### config.mk
export PLATFORM = sky130hd
export DESIGN_NAME = window_streamer
export DESIGN_NICKNAME = d
export VERILOG_FILES = /design/src/rtl/window_streamer.sv
export SDC_FILE = /design/constraint.sdc
export NUM_CORES = 1
export LEC_CHECK = 0
export ABC_CLOCK_PERIOD_IN_PS = 4950
export CORE_MARGIN = 8
export CORE_UTILIZATION = 30
export CTS_CLUSTER_DIAMETER = 60
export DETAILED_ROUTE_END_ITERATION = 8
export PLACE_DENSITY = 0.52
export RECOVER_POWER = 50
export SETUP_SLACK_MARGIN = 0.5
export SLEW_MARGIN = 20
export SYNTH_ARGS = -nofsm -noshare
export SYNTH_HDL_FRONTEND = slang
export SYNTH_SLANG_ARGS = --single-unit
### constraint.sdc
create_clock -name clk -period 4.95 [get_ports clk]
set_clock_uncertainty 0.2 [all_clocks]
set_input_delay 0.495 -clock clk [delete_from_list [all_inputs] [get_ports clk]]
set_output_delay 0.495 -clock clk [all_outputs]
set_load 0.005 [all_outputs]
### src/rtl/window_streamer.sv
// Streams raster pixels through two line buffers and emits interior 3x3 windows, 1 cycle after the pixel is accepted.
// A pending window that has not been taken stalls pix_ready; a window is taken and a new pixel is accepted in the same cycle.
module window_streamer #(
  parameter int COLDepth     = 8,
  parameter int Image_width  = 16,
  parameter int Image_height = 16,
  parameter int X_W          = $clog2(Image_width),
  parameter int Y_W          = $clog2(Image_height)
) (
  input  logic                  clk,
  input  logic                  reset,
  input  logic                  start,
  input  logic [COLDepth-1:0]   pix_in,
  input  logic                  pix_valid,
  output logic                  pix_ready,
  output logic [9*COLDepth-1:0] window_out,
  output logic                  window_valid,
  input  logic                  window_ready,
  output logic [X_W-1:0]        window_x,
  output logic [Y_W-1:0]        window_y,
  output logic                  busy,
  output logic                  frame_done
);

  localparam logic [1:0] IDLE  = 2'd0;
  localparam logic [1:0] RUN   = 2'd1;
  localparam logic [1:0] DRAIN = 2'd2;
  localparam logic [1:0] DONE  = 2'd3;

  localparam logic [X_W-1:0] COL_LAST = X_W'(Image_width - 1);
  localparam logic [Y_W-1:0] ROW_LAST = Y_W'(Image_height - 1);

  logic [1:0]          state;
  logic [X_W-1:0]      col;
  logic [Y_W-1:0]      row;
  logic [COLDepth-1:0] lb1 [Image_width];
  logic [COLDepth-1:0] lb2 [Image_width];
  logic [COLDepth-1:0] win [3][3];
  logic                accept;
  logic                last_pix;
  logic                interior;
  logic                taken;

  assign pix_ready  = (state == RUN) && !(window_valid && !window_ready);
  assign accept     = pix_valid && pix_ready;
  assign taken      = window_valid && window_ready;
  assign last_pix   = (col == COL_LAST) && (row == ROW_LAST);
  assign interior   = (col >= X_W'(2)) && (row >= Y_W'(2));
  assign busy       = (state == RUN) || (state == DRAIN);
  assign frame_done = (state == DONE);

  // Row-major packing, top-left neighbour in the most significant slice.
  always_comb begin
    window_out = '0;
    for (int r = 0; r < 3; r++) begin
      for (int c = 0; c < 3; c++) begin
        window_out[(8 - (r * 3 + c)) * COLDepth +: COLDepth] = win[r][c];
      end
    end
  end

  always_ff @(posedge clk) begin
    if (reset) begin
      state        <= IDLE;
      col          <= '0;
      row          <= '0;
      window_valid <= 1'b0;
      window_x     <= '0;
      window_y     <= '0;
      for (int r = 0; r < 3; r++) begin
        for (int c = 0; c < 3; c++) begin
          win[r][c] <= '0;
        end
      end
    end else begin
      case (state)
        IDLE: begin
          if (start) begin
            state <= RUN;
            col   <= '0;
            row   <= '0;
          end
        end
        RUN:     if (accept && last_pix) state <= DRAIN;
        DRAIN:   if (taken) state <= DONE;
        DONE:    state <= IDLE;
        default: state <= IDLE;
      endcase

      if (accept) begin
        if (col == COL_LAST) begin
          col <= '0;
          row <= row + 1'b1;
        end else begin
          col <= col + 1'b1;
        end
        for (int r = 0; r < 3; r++) begin
          win[r][0] <= win[r][1];
          win[r][1] <= win[r][2];
        end
        win[0][2] <= lb2[col];
        win[1][2] <= lb1[col];
        win[2][2] <= pix_in;
      end

      // An accept implies any pending window is being taken this cycle.
      if (accept && interior) begin
        window_valid <= 1'b1;
        window_x     <= col - 1'b1;
        window_y     <= row - 1'b1;
      end else if (taken) begin
        window_valid <= 1'b0;
      end
    end
  end

  // Line buffer contents are don't-care after reset, so no reset branch.
  always_ff @(posedge clk) begin
    if (accept) begin
      lb2[col] <= lb1[col];
      lb1[col] <= pix_in;
    end
  end

endmodule
# Yosys cells after proc, flatten, opt, wreduce, memory -nomap -nowiden
# Memory sizes are Yosys's and may differ from the RTL's. A register that Yosys moved wholly into a read port is not among the register bits.
# Cells that the tools add are included.
[word_totals] ram_bits=328 output_inout_bits=84 input_bits=13 register_bits=19 wordCells=82 n_memories=3
[op_classes] reduce_logical=17 mux=33 n_lt_le_gt_ge=2 bitwise=9 addsub=4 n_eq_ne=8
[mem_list] memory="lb1" depth=16 word_bits=8 rd=1 rd_clocked_by_memory_dff=1 wr=1 line="36" text="logic [COLDepth-1:0] lb1 [Image_width];"
[mem_list] memory="lb2" depth=16 word_bits=8 rd=1 rd_clocked_by_memory_dff=1 wr=1 line="37" text="logic [COLDepth-1:0] lb2 [Image_width];"
[mem_list] memory="win" depth=3 word_bits=24 rd=3 rd_clocked_by_memory_dff=0 wr=3 line="38" text="logic [COLDepth-1:0] win [3][3];"
[ops] cell="$mux 8" count=9
[ops] cell="$mux 4" count=12
[ops] cell="$or 1x1->1" count=9
[ops] cell="$add 4x1->4 const B" count=2
[ops] cell="$eq 4x4->1 const B" count=2
[ops] cell="$ge 4x2->1 const B" count=2
[ops] cell="$logic_and 1x1->1" count=8
[ops] cell="$mux 1" count=8
[ops] cell="$pmux 2 s4" count=1
[ops] cell="$sub 4x1->4 const B" count=2
[ops] cell="$mux 2" count=3
[ops] cell="$reduce_bool 2->1" count=3
[ops] cell="$eq 2x2->1 const B" count=2
[ops] cell="$ne 2x2->1 const B" count=2
[ops] cell="$reduce_and 3->1" count=1
[ops] cell="$eq 2x1->1 const B" count=1
[ops] cell="$logic_not 1->1" count=2
[ops] cell="$logic_not 2->1" count=1
[ops] cell="$ne 2x1->1 const B" count=1
[ops] cell="$reduce_and 2->1" count=1
[ops] cell="$logic_or 1x1->1" count=1

# Depth between registers and ports, before layout
[logic_depth] depth_word=9 mapped_depth=8

# Least setup slack after synthesis
# No wires, ideal clock.
[synth_timing] kind="in2reg" startpoint="in reset" endpoint="mem win[0][0] in the netlist's numbering, enable pin" stages=4 path_buffers=2 required_ns=4.318 setup_ns=0.432 t_arrival_ns=2.608 path_slack_ns=1.710 path_cell_list="clkbuf_1 > inv_1 > clkbuf_1 > nand2_1"
[synth_rtl] element="start, declared" line="11" text="input logic reset,"
[synth_rtl] element="end, declared" line="38"

# Worst setup path after layout
[layout_timing] startpoint="reg state[1]" endpoint="mem lb2[11][6], enable pin"
[layout_via] elab_chain_len=5
[layout_lines] element="start, declared" line="33" text="logic [1:0] state;"
[layout_lines] element="start signal, assigned" line="64" text="state <= IDLE;"
[layout_lines] element="start signal, assigned" line="79" text="state <= RUN;"
[layout_lines] element="start signal, assigned" line="84" text="RUN: if (accept && last_pix) state <= DRAIN;"
[layout_lines] element="$eq 2x1->1" line="44" text="assign pix_ready = (state == RUN) && !(window_valid && !window_ready);"
[layout_lines] element="$logic_and 1x1->1" line="44"
[layout_lines] element="$logic_and 1x1->1" line="45" text="assign accept = pix_valid && pix_ready;"
[layout_lines] element="$mux 1" line="119" text="if (accept) begin"
[layout_lines] element="$mux 1 (implied by the code)" line="120" text="lb2[col] <= lb1[col];"
[layout_lines] element="end, declared" line="37"
# No other way between the ends.

==> summary.txt <==
Flow run
  • MaxCap Viol Count: 0

Final layout
  • Inserted Diodes: 0
  • Area Overhead vs Synth: 19.9%
  • Layout cells sized above 1: between 10% and 20%
  • Final #Nets: roughly 850

Synthesis
  • Post-synth top area share: 71.4%
  • Mapped Cells: 710
  • Most instantiated cells after synthesis: 328 x edfxtp_1, 56 x and3_1, 48 x mux4_2
  • Synth Cell Area: 13800 µm²
  • Ys Warns: 0
  • Largest area contributor in the netlist: edfxtp_1
  • Yosys cell types: 48
  • Primary FF master, synth: edfxtp_1
  • Syn_nets: ~740
  • Ys async rst share: 0%
  • Syn_area_per_cell: 19.4 µm²
  • Number of synthesized flops with an enable pin: around 330
  • Count leader, synth: edfxtp_1
  • Flops & latches, synth: 351
  • Top cells by area, synth: edfxtp_1 71%, mux4_2 7.8%, dfxtp_1 3.3%
  • Share of the yosys chip area belonging to registers: between 70% and 80%

Worst setup path
  • CP startpoint: state[1]
  • Capturing element type of the critical path: flop
  • WS Path Type: flop to flop
  • Crit path largest cell delay: 1.06 ns
  • R2R depth: 7
  • Max FO, Critical Path: 17
  • Worst path cell trace: inv_1 -> ha_1 -> nand2_1 -> nor2_1 -> nand2_1 -> nor2_2 -> clkbuf_1
  • Arr. time, crit path: roughly 3.7 ns
  • R2r startpoint: state[1]
  • WP data required: a little under 5 ns
  • CP max stage cell: clkbuf_1
  • CP Launch Type: flop
  • Most common cell on crit path: nand2_1

Place
  • Post-DP HPWL: around 18000 µm
  • Routability-driven placement congestion ratio: ~0.75
  • Port Buffers: 96

Global route
  • Initial antenna violation count: 0
  • Largest net degree at the start of global routing: between 70 and 80
  • GRT overflow: 0
  • Gr usage total: a little under an eighth
  • Global-route wire length before repair: 46000 µm
  • Vias in the first global route: around 7000

Pwr
  • PwrDens: 428 nW/µm²
  • Worst IR Drop VDD: between 0.0002 and 0.00025 V
  • Leak Pwr: 0.00553 µW

Floorplan
  • Chip height: around 230 µm
  • Die width: ~230 µm
  • CORE AREA: around 45000 µm²
  • Site Rows: between 70 and 80
  • Io pins: 97
  • Die footprint: roughly 53000 µm²
  • Initial Util: 30.4%

Route
  • DRC violations left: 0
  • Routed vias: approximately 7000
  • Drt initial violations: 549
  • Pre-antenna DRT Iters: 5
  • Total Wirelength: approximately 31000 µm
  • Wire per inst: 21.1 µm
  • Mean number of vias per cell: slightly below 5
  • Post-route ant nets: 0

Timing
  • Tmin final: approximately 3.8 ns
  • Final hold slack: around 0.27 ns
  • Final setup viols: 0
  • Slew Limit Fails: 0
  • Max_slew headroom: approximately 1.1%
  • Setup tns final: 0 ns
  • Tightest Pin Transition: ~1.5 ns
  • Max Fclk: about 260 MHz
  • RSZ-0062 raised after global routing: no
  • Tcrit/Tclk final: 76.7%
  • Hold Vio Cnt, Final: 0

Clocking
  • Post-CTS Setup Inserts: 0
  • CTS tree: built
  • Clk pin slew, worst setup/hold paths: 0.05 ns
  • Maximum buffer depth of the clock tree: 3
  • Worst skew pair latency: roughly 0.52 ns
  • H-tree Lvls: 2
  • Hold-fix buffers at CTS: 0
  • TritonCTS Buffers: 39
  • Clock root buffer: clkbuf_16
  • Resize count post-CTS: 0
  • CTS Sinks: between 300 and 400

Hold path
  • Tightest Hold Check Type: flop to flop
  • Hold path cells: 2
  • Worst hold start: window_x[0]

Status
  • Status: completed
kinds of logic (layout without fill, tap and decap cells):
family | count (synthesis) | count (layout) | share of synthesized area [%]
flops | 351 | 351 | 74.7
simple gates | 146 | 146 | 6.01
mux | 72 | 72 | 11.5
compound gates | 70 | 70 | 3.91
buf+inv | 55 | 196 | 2.53
fa+ha+maj | 12 | 12 | 1.09
xor+xnor | 4 | 4 | 0.254
worst paths after layout:
kind                       to  slack (ns)
hold / removal    window_x[0]        0.27
hold reg to reg   window_x[0]        0.27
setup / recovery   lb2[11][6]        1.15
setup reg to reg   lb2[11][6]        1.15
final cells by class:
type / count / area [µm²]
clock buffers: 49 / 1060
clock inverters: 17 / 114
fillers: 4172 / 28800
inverters: 11 / 41.3
multi-input cells: 304 / 3150
flip-flops and latches: 351 / 10300
well taps: 600 / 751
repair buffers: 119 / 1110
cells in the final DEF (no fill, tap or decap), types with 15 or more instances in the layout:
master         instances
clkbuf_1              15
buf_4                 16
mux4_1                16
and3_1                56
mux4_2                48
dlygate4sd3_1         91
a21oi_1               15
a211oi_1              25
nor2_1                19
dfxtp_1               19
clkbuf_16             41
edfxtp_1             328
nand2_1               15
state kept, by name, indices dropped and copies added, names as in the netlist, named ones only:
register,flops
lb1,128
lb2,128
win,72
col,4
row,4
window_x,4
window_y,4
state,2
window_valid,1
critical path: cells and delay by family, from the launching register on:
family | cells | cell delay (ns)
buf+inv | 2 | 1.15
simple gates | 4 | 1.48
fa+ha+maj | 1 | 0.22
flops | 1 | 0.34
through the flow:
step	cells	power, µW	area, µm²	util [%]	setup slack (ns)
floorplan	710	4090	13800	-	1.71
global placement	1385	4520	15400	34.0	1.63
detailed placement	1385	4530	15400	34.0	1.47
CTS	1451	7210	16600	36.5	1.86
global route	1451	7350	16500	36.4	0.979
finish	1451	7090	16500	36.4	1.15
power breakdown:
part           internal (µW)  leakage (µW)  total (µW)  switching (µW)
registers               3510       0.00324        3620             110
logic                    329       0.00171         787             458
clock network           1560      0.000576        2680            1120
total                   5400       0.00553        7090            1690
layer usage:
layer	up-vias	track usage (%)	wire length, µm
li1	3121	-	-
met1	3635	15.7	14300
met2	194	17.4	13900
met3	44	2.69	1860
met4	0	3.13	626
met5	-	0	0
No activity file was read; power rests on OpenSTA's default activity.
